==> src/rtl/e203_ifu_bpu_jalr_sched.sv <==
// ---------------------------------------------------------------------------
// e203_ifu_bpu_jalr_sched
// Sequencing controller in front of the IFU lite branch predictor. It accepts
// decoded JAL/JALR/Bxx requests and decides when each prediction resolves.
// A JALR through x1 waits for operand hazards to clear. A JALR through any
// other register (xn) also claims the shared regfile rs1 read port and
// captures the read data. While a JALR operand is not yet available, the
// controller stalls the IFU with bpu_wait.
//
// Ports:
//   clk, rst_n              clock, synchronous active-low reset
//   pc, dec_*               decoded instruction and its branch/jump fields
//   oitf_empty, ir_*        hazard inputs from the EXU
//   jalr_rs1idx_cam_irrdidx JALR rs1 matches the rd of the IR instruction
//   rf2bpu_x1, rf2bpu_rs1   dedicated x1 value and shared rs1 port data
//   flush                   IFU flush; overrides everything
//   bpu_wait                IFU stall (the IFU holds dec_* stable)
//   bpu2rf_rs1_ena/_idx     shared rs1 port claim and read index
//   prdt_vld/taken/pc       registered prediction; prdt_vld is a 1-cycle pulse
//   wait_cnt                saturating count of hazard-wait cycles
//
// State table:
//   state | meaning
//   IDLE  | ready to accept; resolves JAL, Bxx, JALR-x0 and hazard-free JALR-x1
//   X1W   | JALR through x1 waiting for the dependency to clear
//   XNW   | JALR through xn waiting for the dependency or busy read port
//   RD    | shared rs1 read port claimed this cycle
//   CAP   | rs1 read data captured; the prediction resolves
// ---------------------------------------------------------------------------
module e203_ifu_bpu_jalr_sched #(
  parameter int PC_SIZE = 32,
  parameter int WCNT_W  = 8
) (
  input  logic               clk,
  input  logic               rst_n,
  input  logic [PC_SIZE-1:0] pc,
  input  logic               dec_i_valid,
  input  logic               dec_jal,
  input  logic               dec_jalr,
  input  logic               dec_bxx,
  input  logic [PC_SIZE-1:0] dec_bjp_imm,
  input  logic [4:0]         dec_jalr_rs1idx,
  input  logic               oitf_empty,
  input  logic               ir_empty,
  input  logic               ir_rs1en,
  input  logic               jalr_rs1idx_cam_irrdidx,
  input  logic               ir_valid_clr,
  input  logic [PC_SIZE-1:0] rf2bpu_x1,
  input  logic [PC_SIZE-1:0] rf2bpu_rs1,
  input  logic               flush,
  output logic               bpu_wait,
  output logic               bpu2rf_rs1_ena,
  output logic [4:0]         bpu2rf_rs1_idx,
  output logic               prdt_vld,
  output logic               prdt_taken,
  output logic [PC_SIZE-1:0] prdt_pc,
  output logic [WCNT_W-1:0]  wait_cnt
);

  typedef enum logic [2:0] {IDLE, X1W, XNW, RD, CAP} state_t;

  state_t state, state_nxt;

  logic dep, busy;
  logic accept, acc_jalr, acc_jal, acc_bxx;
  logic rs1_is0, rs1_is1;
  logic [PC_SIZE-1:0] pc_sum;
  logic [PC_SIZE-1:0] imm_q;
  logic [4:0]         rs1idx_q;
  logic               resolve, res_taken;
  logic [PC_SIZE-1:0] res_pc;

  assign dep  = !oitf_empty | (!ir_empty & jalr_rs1idx_cam_irrdidx);
  assign busy = !ir_empty & ir_rs1en & !ir_valid_clr;

  // Accept priority on multiple flags: jalr > jal > bxx
  assign accept   = (state == IDLE) & !flush & dec_i_valid & (dec_jal | dec_jalr | dec_bxx);
  assign acc_jalr = accept & dec_jalr;
  assign acc_jal  = accept & !dec_jalr & dec_jal;
  assign acc_bxx  = accept & !dec_jalr & !dec_jal;

  assign rs1_is0 = (dec_jalr_rs1idx == 5'd0);
  assign rs1_is1 = (dec_jalr_rs1idx == 5'd1);
  assign pc_sum  = pc + dec_bjp_imm;

  // State register
  always_ff @(posedge clk) begin
    if (!rst_n) state <= IDLE;
    else        state <= state_nxt;
  end

  // Next-state logic
  always_comb begin
    state_nxt = state;
    case (state)
      IDLE: begin
        if (acc_jalr && !rs1_is0) begin
          if (rs1_is1) begin
            if (dep) state_nxt = X1W;
          end else begin
            state_nxt = (!dep && !busy) ? RD : XNW;
          end
        end
      end
      X1W:     if (!dep) state_nxt = IDLE;
      XNW:     if (!dep && !busy) state_nxt = RD;
      RD:      state_nxt = CAP;
      CAP:     state_nxt = IDLE;
      default: state_nxt = IDLE;
    endcase
    if (flush) state_nxt = IDLE;
  end

  // Output and resolve logic
  always_comb begin
    bpu_wait       = 1'b0;
    bpu2rf_rs1_ena = 1'b0;
    resolve        = 1'b0;
    res_taken      = 1'b0;
    res_pc         = '0;
    case (state)
      IDLE: begin
        if (acc_jal) begin
          resolve   = 1'b1;
          res_taken = 1'b1;
          res_pc    = pc_sum;
        end else if (acc_bxx) begin
          resolve   = 1'b1;
          res_taken = dec_bjp_imm[PC_SIZE-1];
          res_pc    = pc_sum;
        end else if (acc_jalr) begin
          if (rs1_is0) begin
            resolve   = 1'b1;
            res_taken = 1'b1;
            res_pc    = dec_bjp_imm;
          end else if (rs1_is1 && !dep) begin
            resolve   = 1'b1;
            res_taken = 1'b1;
            res_pc    = rf2bpu_x1 + dec_bjp_imm;
          end else begin
            bpu_wait = 1'b1;
          end
        end
      end
      X1W: begin
        bpu_wait = 1'b1;
        if (!dep) begin
          resolve   = 1'b1;
          res_taken = 1'b1;
          res_pc    = rf2bpu_x1 + imm_q;
        end
      end
      XNW: bpu_wait = 1'b1;
      RD: begin
        bpu_wait       = 1'b1;
        bpu2rf_rs1_ena = 1'b1;
      end
      CAP: begin
        bpu_wait  = 1'b1;
        resolve   = 1'b1;
        res_taken = 1'b1;
        res_pc    = rf2bpu_rs1 + imm_q;
      end
      default: ;
    endcase
  end

  // Datapath registers: prediction, latched JALR fields, port index, statistics
  always_ff @(posedge clk) begin
    if (!rst_n) begin
      prdt_vld       <= 1'b0;
      prdt_taken     <= 1'b0;
      prdt_pc        <= '0;
      imm_q          <= '0;
      rs1idx_q       <= '0;
      bpu2rf_rs1_idx <= '0;
      wait_cnt       <= '0;
    end else begin
      prdt_vld <= resolve & !flush;
      if (resolve && !flush) begin
        prdt_taken <= res_taken;
        prdt_pc    <= res_pc;
      end
      if (acc_jalr) begin
        imm_q    <= dec_bjp_imm;
        rs1idx_q <= dec_jalr_rs1idx;
      end
      // The index is loaded on entry to RD; from IDLE it has not been latched yet.
      if (state_nxt == RD && state != RD)
        bpu2rf_rs1_idx <= (state == IDLE) ? dec_jalr_rs1idx : rs1idx_q;
      if ((state == X1W || state == XNW) && wait_cnt != '1)
        wait_cnt <= wait_cnt + WCNT_W'(1);
    end
  end

endmodule

==> config.mk <==
export PLATFORM = sky130hd
export DESIGN_NAME = e203_ifu_bpu_jalr_sched
export DESIGN_NICKNAME = d
export VERILOG_FILES = /design/src/rtl/e203_ifu_bpu_jalr_sched.sv
export SDC_FILE = /design/constraint.sdc
export NUM_CORES = 1
export LEC_CHECK = 0
export ABC_AREA = 1
export BUFFER_PORTS_ARGS = -buffer_cell sky130_fd_sc_hd__buf_2
export CAP_MARGIN = 20
export CORE_MARGIN = 8
export CORE_UTILIZATION = 50
export DETAILED_ROUTE_END_ITERATION = 10
export GPL_ROUTABILITY_DRIVEN = 0
export PLACE_DENSITY_LB_ADDON = 0.2
export SLEW_MARGIN = 20
export SYNTH_ARGS = -nofsm -noshare
export SYNTH_HDL_FRONTEND = slang
export SYNTH_SLANG_ARGS = --single-unit
==> constraint.sdc <==
create_clock -name clk -period 4.5 [get_ports clk]
set_input_delay 0 -clock clk [delete_from_list [all_inputs] [get_ports clk]]
set_output_delay 0 -clock clk [all_outputs]
set_load 0.005 [all_outputs]
* Yosys cells after proc, flatten, opt, wreduce, memory -nomap -nowiden
Cells that the tools add are included.
** Operators by class
- Add/sub/neg operators :: 5
- Bitwise operators :: 14
- Equality and inequality tests :: 8
- Multiplexer cells :: 33
- Reductions and logical operators :: 19
** Operator list (number)
- $mux W32 :: 6
- $add A32 B32 Y32 :: 4
- $pmux W32 S3 :: 1
- $mux W3 :: 6
- $mux W1 :: 15
- $pmux W3 S4 :: 1
- $and A1 B1 Y1 :: 11
- $eq A3 B2 Y1 const B :: 3
- $logic_not A1 Y1 :: 9
- $add A8 B1 Y8 const B :: 1
- $ne A8 B8 Y1 const B :: 1
- $logic_and A1 B1 Y1 :: 6
- $pmux W1 S3 :: 2
- $eq A5 B1 Y1 const B :: 1
- $logic_not A5 Y1 :: 1
- $mux W5 :: 1
- $reduce_or A4 Y1 :: 1
- $eq A3 B1 Y1 const B :: 1
- $eq A3 B3 Y1 const B :: 1
- $logic_not A3 Y1 :: 1
- $ne A3 B2 Y1 const B :: 1
- $or A1 B1 Y1 :: 3
- $pmux W1 S2 :: 1
- $logic_or A1 B1 Y1 :: 1
** Word-level totals
- Logic and storage cells :: 87
- Bits of input ports :: 145
- Register bits after elaboration :: 87

* Depth between registers and ports, before layout
Gate-level depths: netlist of run 1.
- Depth in word-level cells :: 12
- Gate-level depth with buffers :: 15
- Depth with buffers taken out :: 15

* Worst setup path after synthesis of run 1
OpenSTA, ideal clock, no wires.
- Kind :: register -> register
- Start point :: register imm_q[0]
- End point :: register prdt_pc[16]
- Cell stages (with the launch flop) :: 16
- Buffers on the path :: 0
- Setup slack :: 2.338 ns
- Required time :: 4.383 ns
- Period minus slack after synthesis :: 2.162 ns
- Setup time :: 0.117 ns
- Arrival :: 2.045 ns
- Cell sequence :: dfxtp_1 > ha_1 > inv_1 > fa_1 > inv_1 > nand2_1 > o21ai_0 > nand2_1 > nand3_1 > nand2_1 > nand2_1 > nand2_1 > nand3_1 > o211ai_1 > nor2_1 > nor2_1
** Between the ends
- Cells in the longest elaborated chain, start to end :: 3
** Ends and longest elaborated chain
- from (decl) :: RTL line 68 : logic [PC_SIZE-1:0] imm_q;
- from (signal assigned) :: RTL line 185 : imm_q <= dec_bjp_imm;
- $add A32 B32 Y32 :: RTL line 150 : res_pc = rf2bpu_x1 + imm_q;
- $mux W32 :: RTL line 147 : if (!dep) begin
- $pmux W32 S3 * :: RTL line 121 : case (state)
- to (signal assigned) :: RTL line 182 : prdt_pc <= res_pc;
- to (decl) :: RTL line 56 : output logic [PC_SIZE-1:0] prdt_pc,
Every way passes the cells marked *; elsewhere a longest branch is shown, timed or not.
A chain may end at the register's enable or synchronous reset.

* Worst setup path in the final report of run 1
- Start point :: register state[1]
- End point :: register prdt_pc[3]
** Between the ends
- Cells in the longest elaborated chain, start to end :: 10
** Ends and longest elaborated chain
- from (decl) :: RTL line 62 : state_t state, state_nxt;
- from (signal assigned) :: RTL line 89 : else state <= state_nxt;
- $logic_not A3 Y1 :: RTL line 77, 121
- $and A1 B1 Y1 (3 in a row) :: RTL line 77 : assign accept = (state == IDLE) & !flush & dec_i_valid & (dec_jal | dec_jalr | dec_bxx);
- $and A1 B1 Y1, on equally long branches :: RTL line 78, 79, 80
- $mux W1 or $and A1 B1 Y1 (tied branches) :: RTL line 131, 80
- $mux W1 :: RTL line 127 : end else if (acc_bxx) begin
- $mux W1 :: RTL line 123 : if (acc_jal) begin
- $pmux W1 S3 :: RTL line 121
- $logic_and A1 B1 Y1 :: RTL line 180 : if (resolve && !flush) begin
Parallel ways exist; a longest one is shown, timed or not.

==> run metrics, run 1 <==
largest net degree at the start of global routing=65; fin crit period=around 3.4 ns; CTS tree=yes; main flop type after synthesis=dfxtp_1; commonest cells in the netlist=nand2_1 (1000), inv_1 (469), nor2_1 (218); pwr dens=184.6 nW/um^2; core area=26880 um^2; Num CTS Buffers=9; max incr delay on CP=0.67 ns; # Post-CTS Setup Buffers=0; Pwr Total=around 2900 uW; final wirelength=52540 um; via count=roughly 17000; Layout Utilization=57.72%; ANT nets after route=0; final setup vio count=0; Final Max Slew Viols=0; DRC=0; Async SR Flop Fraction=0%; global-route wire length before repair=81160 um; Synth top area share=between 20% and 30%; Fin. Hold Viols=0; Worst Skew=0.01277 ns; Multi-input gate area=~9900 um^2; FF+latch area=between 1500 and 2000 um^2; max frequency=0.2911 GHz; DR pass1 iterations=8; Die X=181.3 um; Root Driver=clkbuf_16; hpwl dp=roughly 44000 um; Cell Rows=60; Startpoint Class=flip-flop; net total in the final layout=about 3000; total track usage=30.67%; arrival time worst endpoint=roughly 3.7 ns; layout cells sized above 1=8.898%; post-synthesis sequential area ratio=12.75%; Worst-Skew Late Latency=0.35 ns; LEAKAGE=0.009105 uW; status=finished, final reports clean; maximum clock path buffer count=2; Synth Instances=~2600; grt ovf=0; Die ar.=32860 um^2; area leader, netlist=nand2_1; Synth Area per Inst=around 5.2 um^2; hold_ws=about 0.025 ns; VDD IR max=0.1697 mV; crit share post-route=76.34%; cts repair resizes=0; setup TNS=0 ns; Worst Setup End Kind=flip-flop; vias per cell=5.477; critical path, cell by cell=inv_2, nand3_2, nor2_4, nand2_2, clkinv_2, nand2_2, a21oi_4, buf_4, inv_1, nor2_1, a31oi_1; clock-pin slew on the worst setup and hold paths=about 0.080 ns; synthesized area=13660 um^2; Die Y=181.3 um; # fillers=2894; distinct cell type count after synthesis=47; syn_nets=around 2900; I/O pin total=194; Worst Hold Class=in -> reg; Setup CP Type=reg -> reg; CTS H-tree lvls=3; worst-path fanout max=64; Worst-Margin Slew=0.8538 ns; number of synthesized flops with an enable pin=0; Area growth, synth to finish=13.59%; Starting Density=50.81%; initial antenna violation count=1; Max-slew headroom=43.08%; vias in the first global route=15861; clock sinks=87; input/output buffers=193; critical path's slowest cell=clkinv_2; RSZ-0062 raised after global routing=false; #FFs+latches synth=87; Max-Cap Viols=0; Ys Warns=0; count leader, synth=nand2_1; CP required=4.72 ns; top post-synthesis cells by area=nand2_1 (27%), inv_1 (13%), dfxtp_1 (13%), ha_1 (11%), nand3_1 (7.8%); cts hold-fix bufs=32; WL per Instance=16.62 um; most used cell, CP=nand2_2; DRT iter0 DRCs=1923; # diodes=0
[metal layers]
layer  GRT usage [%]  vias to the layer above  share of wire [%]
met4           17.58                        0                6.8
met2           47.62                     1017                 41
met3           5.496                      191                 11
li1                -                     8628                  -
met1           39.40                     7483                 41
met5               0                        -                  0
[placed cells by master (no fill, tap or decap), types with 21 or more instances in the layout]
master / Yosys / layout
ha_1: 125 / 125
nor2_1: 218 / 218
nand4_1: 36 / 36
nand3_1: 212 / 212
dfxtp_1: 87 / 87
nor3_1: 30 / 30
buf_2: 8 / 193
o21ai_0: 87 / 87
a21oi_1: 169 / 169
nand2_1: 1000 / 1000
dlygate4sd3_1: 0 / 32
nand3b_1: 21 / 21
inv_1: 469 / 469
[cell families after synthesis]
| kind of cell | Yosys count | share of synthesized area, % |
|---|---|---|
| buffers and inverters | 517 | 14.70 |
| adder cells (fa/ha/maj) | 129 | 12.04 |
| AND/OR/NAND/NOR | 1558 | 47.27 |
| AO/OA/AOI/OAI | 308 | 12.28 |
| XOR/XNOR | 15 | 0.9620 |
| flip-flops | 87 | 12.75 |
[critical path, delay by kind of cell, from the launching register on]
kind,cells,cell delay (ns)
buffers and inverters,4,1.48
AND/OR/NAND/NOR,5,1.24
AO/OA/AOI/OAI,2,0.22
flip-flops,1,0.34
[sequential cells by signal, indices dropped and copies added, names as in the netlist]
signal / flops
bpu2rf_rs1_idx: 5
imm_q: 32
prdt_pc: 32
prdt_taken: 1
prdt_vld: 1
rs1idx_q: 5
state: 3
wait_cnt: 8
[per-stage QoR]
stage / std cells / area [um^2] / setup slack, ns
6_report: 3162 / 15510 / 1.065
3_5_place_dp: 3114 / 14860 / 1.203
2_1_floorplan: 2614 / 13660 / 2.338
3_3_place_gp: 3114 / 14860 / 1.341
4_1_cts: 3162 / 15510 / 1.180
5_1_grt: 3162 / 15510 / 0.8403
[layout make-up]
type,instances,share of cell area [%]
Multi-Input combinational cell,2010,63.87
Inverter,481,11.65
Sequential cell,87,11.23
Timing Repair Buffer,227,8.388
Tap cell,341,2.750
Clock buffer,10,1.476
Clock inverter,6,0.6453
[report_power, final]
group	internal [uW]	total, uW	switching, uW
logic	402	1180	779
clock network	499	856	358
registers	795	827	32.1
total	1700	2860	1170
[path summary, 6_finish.rpt]
kind / from / to / slack (ns) / cells past startpoint
worst min-delay path: dec_bjp_imm[2] / imm_q[2]$_SDFFE_PN0N_ / 0.03 / 3
worst max-delay path: state[1]$_SDFF_PN0_ / prdt_pc[3]$_SDFFE_PN0P_ / 1.06 / 11
worst min register to register: bpu2rf_rs1_idx[3]$_SDFFE_PN0P_ / bpu2rf_rs1_idx[3]$_SDFFE_PN0P_ / 0.47 / 2
worst max register to register: state[1]$_SDFF_PN0_ / prdt_pc[3]$_SDFFE_PN0P_ / 1.06 / 11
(Power assumes the default switching activity.)
==> inputs of run 2 (changes only) <==
==> constraint.sdc (replaced) <==
create_clock -name clk -period 3.2 [get_ports clk]
set_input_delay 0 -clock clk [delete_from_list [all_inputs] [get_ports clk]]
set_output_delay 0 -clock clk [all_outputs]
set_load 0.005 [all_outputs]
==> run 2 against run 1 <==
  * Register-to-register slack lost 0.48 ns
  * Sequential power grew 40%
  * Worst hold slack lost 0.014 ns
  * Combinational power grew 42%
  * Clock power grew 23%
  * Utilization grew 0.11 points
  * Non-clock buffer count grew 9
  * Clock-buffer cell count is the same
  * Sequential share of layout area is essentially flat
  * Clock skew grew 0.0014 ns
  * Die area is the same
  * Largest power group unchanged
==> run metrics, run 2 (synthesis gave the netlist of run 1 again) <==
status=finished, final reports clean (unchanged); LEAKAGE=0.009127 uW (was 0.009105 uW); RR Endpoint=prdt_pc[16]$_SDFFE_PN0P_ (was prdt_pc[3]$_SDFFE_PN0P_); Startpoint Class=flip-flop (unchanged); fin crit period=2.614 ns (was 3.435 ns); worst r2r path cells=15 (was 11); final wirelength=52990 um (was 52540 um); Max-slew headroom=42.36% (was 43.08%); GRT met2 Usage=46.76% (was 47.62%); r2r setup slk=0.59 ns (was 1.06 ns); cts repair resizes=0 (unchanged); DRT iter0 DRCs=2157 (was 1923); Die Y=181.3 um (unchanged); Num CTS Buffers=9 (unchanged); Worst-Skew Late Latency=0.36 ns (was 0.35 ns); global-route wire length before repair=80030 um (was 81160 um); clock sinks=87 (unchanged); maximum clock path buffer count=2 (unchanged); initial antenna violation count=2 (was 1); Starting Density=50.81% (unchanged); VDD IR max=0.2338 mV (was 0.1697 mV); Max-Cap Viols=0 (unchanged); Setup CP Type=reg -> reg (unchanged); largest net degree at the start of global routing=47 (was 65); hpwl dp=44300 um (was 43550 um); vias in the first global route=15370 (was 15861); CTS tree=yes (unchanged); CTS H-tree lvls=3 (unchanged); CP endpoint=prdt_pc[16]$_SDFFE_PN0P_ (was prdt_pc[3]$_SDFFE_PN0P_); vias per cell=5.487 (was 5.477); layout cells sized above 1=9.223% (was 8.898%); via count=17399 (was 17319); pwr dens=249.6 nW/um^2 (was 184.6 nW/um^2); # fillers=2883 (was 2894); GRT met3 Usage=6.319% (was 5.496%); Final Cell Area=15540 um^2 (was 15510 um^2); final setup vio count=0 (unchanged); I/O pin total=194 (unchanged); commonest cells after routing, fill and taps aside=nand2_1 (1000), inv_1 (469), nor2_1 (218) (unchanged); max frequency=0.3826 GHz (was 0.2911 GHz); Final Max Slew Viols=0 (unchanged); Die X=181.3 um (unchanged); net total in the final layout=3099 (was 3090); Die ar.=32860 um^2 (unchanged); Worst Hold Class=in -> reg (unchanged); Worst Setup End Kind=flip-flop (unchanged); total track usage=30.48% (was 30.67%); # diodes=0 (unchanged); worst-path fanout max=5 (was 64); Root Driver=clkbuf_16 (unchanged); input/output buffers=193 (unchanged); commonest non-fill, non-tap cell in the layout=nand2_1 (unchanged); clock-pin slew on the worst setup and hold paths=0.07 ns (was 0.08 ns); Critical Path Source=imm_q[0]$_SDFFE_PN0N_ (was state[1]$_SDFF_PN0_); core area=26880 um^2 (unchanged); Cell Rows=60 (unchanged); arrival time worst endpoint=2.86 ns (was 3.66 ns); met1 Use GR=39.38% (was 39.40%); DR pass1 iterations=8 (unchanged); GRT busiest layer=met2 (unchanged); grt ovf=0 (unchanged); Post-DP Area=14950 um^2 (was 14860 um^2); Worst-Margin Slew=0.8538 ns (about the same); setup TNS=0 ns (unchanged); ANT nets after route=0 (unchanged); CP required=3.45 ns (was 4.72 ns); RSZ-0062 raised after global routing=false (unchanged); RR Startpoint=imm_q[0]$_SDFFE_PN0N_ (was state[1]$_SDFF_PN0_); WL per Instance=16.71 um (was 16.62 um); Worst Skew=0.01414 ns (was 0.01277 ns); Area growth, synth to finish=13.81% (was 13.59%); crit share post-route=81.67% (was 76.34%); largest registers=imm_q (32), prdt_pc (32), wait_cnt (8) (unchanged); Fin. Hold Viols=0 (unchanged); DRC=0 (unchanged)
run 2: cell count changes in the layout (fill, tap and decap cells not counted):
cell / previous run / this run
buf_12: 0 / 1
buf_4: 2 / 11
bufinv_16: 2 / 0
clkinvlp_4: 0 / 2
dlygate4sd3_1: 32 / 31
inv_6: 1 / 2
inv_8: 2 / 1
run 2: per-stage QoR:
step | hold WS (ns) | total power (uW) | utilization [%] | instances | setup slack [ns]
after floorplan | 0.07851 | 2258 | - | 2614 | 1.038
final | 0.01129 | 3879 | 57.83 | 3171 | 0.5865
after global routing | 0.01077 | 4109 | 57.83 | 3171 | 0.1932
after CTS | 0.005186 | 3828 | 57.83 | 3171 | 0.6004
after detailed placement | 0.2692 | 2762 | 55.63 | 3124 | 0.6156
after global placement | 0.2575 | 2739 | 55.63 | 3124 | 0.7017
run 2: worst max-delay path, cell delays in order (launching register included):
cell      delay, ns
dfxtp_1        0.36
ha_1           0.26
inv_1          0.07
fa_1           0.39
inv_1          0.13
nand2_1        0.08
o21ai_0        0.44
nand2_1        0.10
nand3_1        0.16
nand2_1        0.09
nand2_1        0.06
nand2_1        0.04
nand3_1        0.07
o211ai_1       0.08
nor2_1         0.11
nor2_1         0.05
run 2: per-layer routing:
layer | wire, um | part of all wire (%)
met2 | 21960 | 41
met3 | 5875 | 11
met5 | 34 | 0.064
met4 | 3184 | 6.0
met1 | 21930 | 41
run 2: final cells by class:
| type | count | area (um^2) | area share (%) |
|---|---|---|---|
| clock buffer | 10 | 229.0 | 1.473 |
| timing repair buffer | 236 | 1379 | 8.871 |
| inverter | 481 | 1807 | 11.62 |
| sequential | 87 | 1742 | 11.21 |
| tap | 341 | 426.7 | 2.745 |
| clock inverter | 6 | 52.55 | 0.3381 |
| multi-input combinational | 2010 | 9907 | 63.74 |
run 2: power by group:
group / total (uW) / switching (uW) / leakage, uW / internal (uW)
Combinational: 1670 / 1100 / 0.00829 / 568
Sequential: 1160 / 42.3 / 0.000706 / 1120
Clock: 1050 / 511 / 0.000132 / 540
Total: 3880 / 1650 / 0.00913 / 2230
run 2: worst min path at each step:
stage,start,endpoint,slack [ns],depth (start not counted)
after floorplan,flush,state[2]$_SDFF_PN0_,0.08,1
after global placement,dec_jalr_rs1idx[2],rs1idx_q[2]$_SDFFE_PN0N_,0.26,3
after detailed placement,dec_jalr_rs1idx[2],rs1idx_q[2]$_SDFFE_PN0N_,0.27,3
after CTS,dec_bjp_imm[3],imm_q[3]$_SDFFE_PN0N_,0.005,3
after global routing,dec_bjp_imm[13],imm_q[13]$_SDFFE_PN0N_,0.01,3
final,dec_bjp_imm[3],imm_q[3]$_SDFFE_PN0N_,0.01,3
run 2: what timing repair did:
item | 4_1_cts | 5_1_grt
endpoints found under the hold margin | 31 | 0
hold buffers | 31 | 0
buffers inserted | 0 | 0
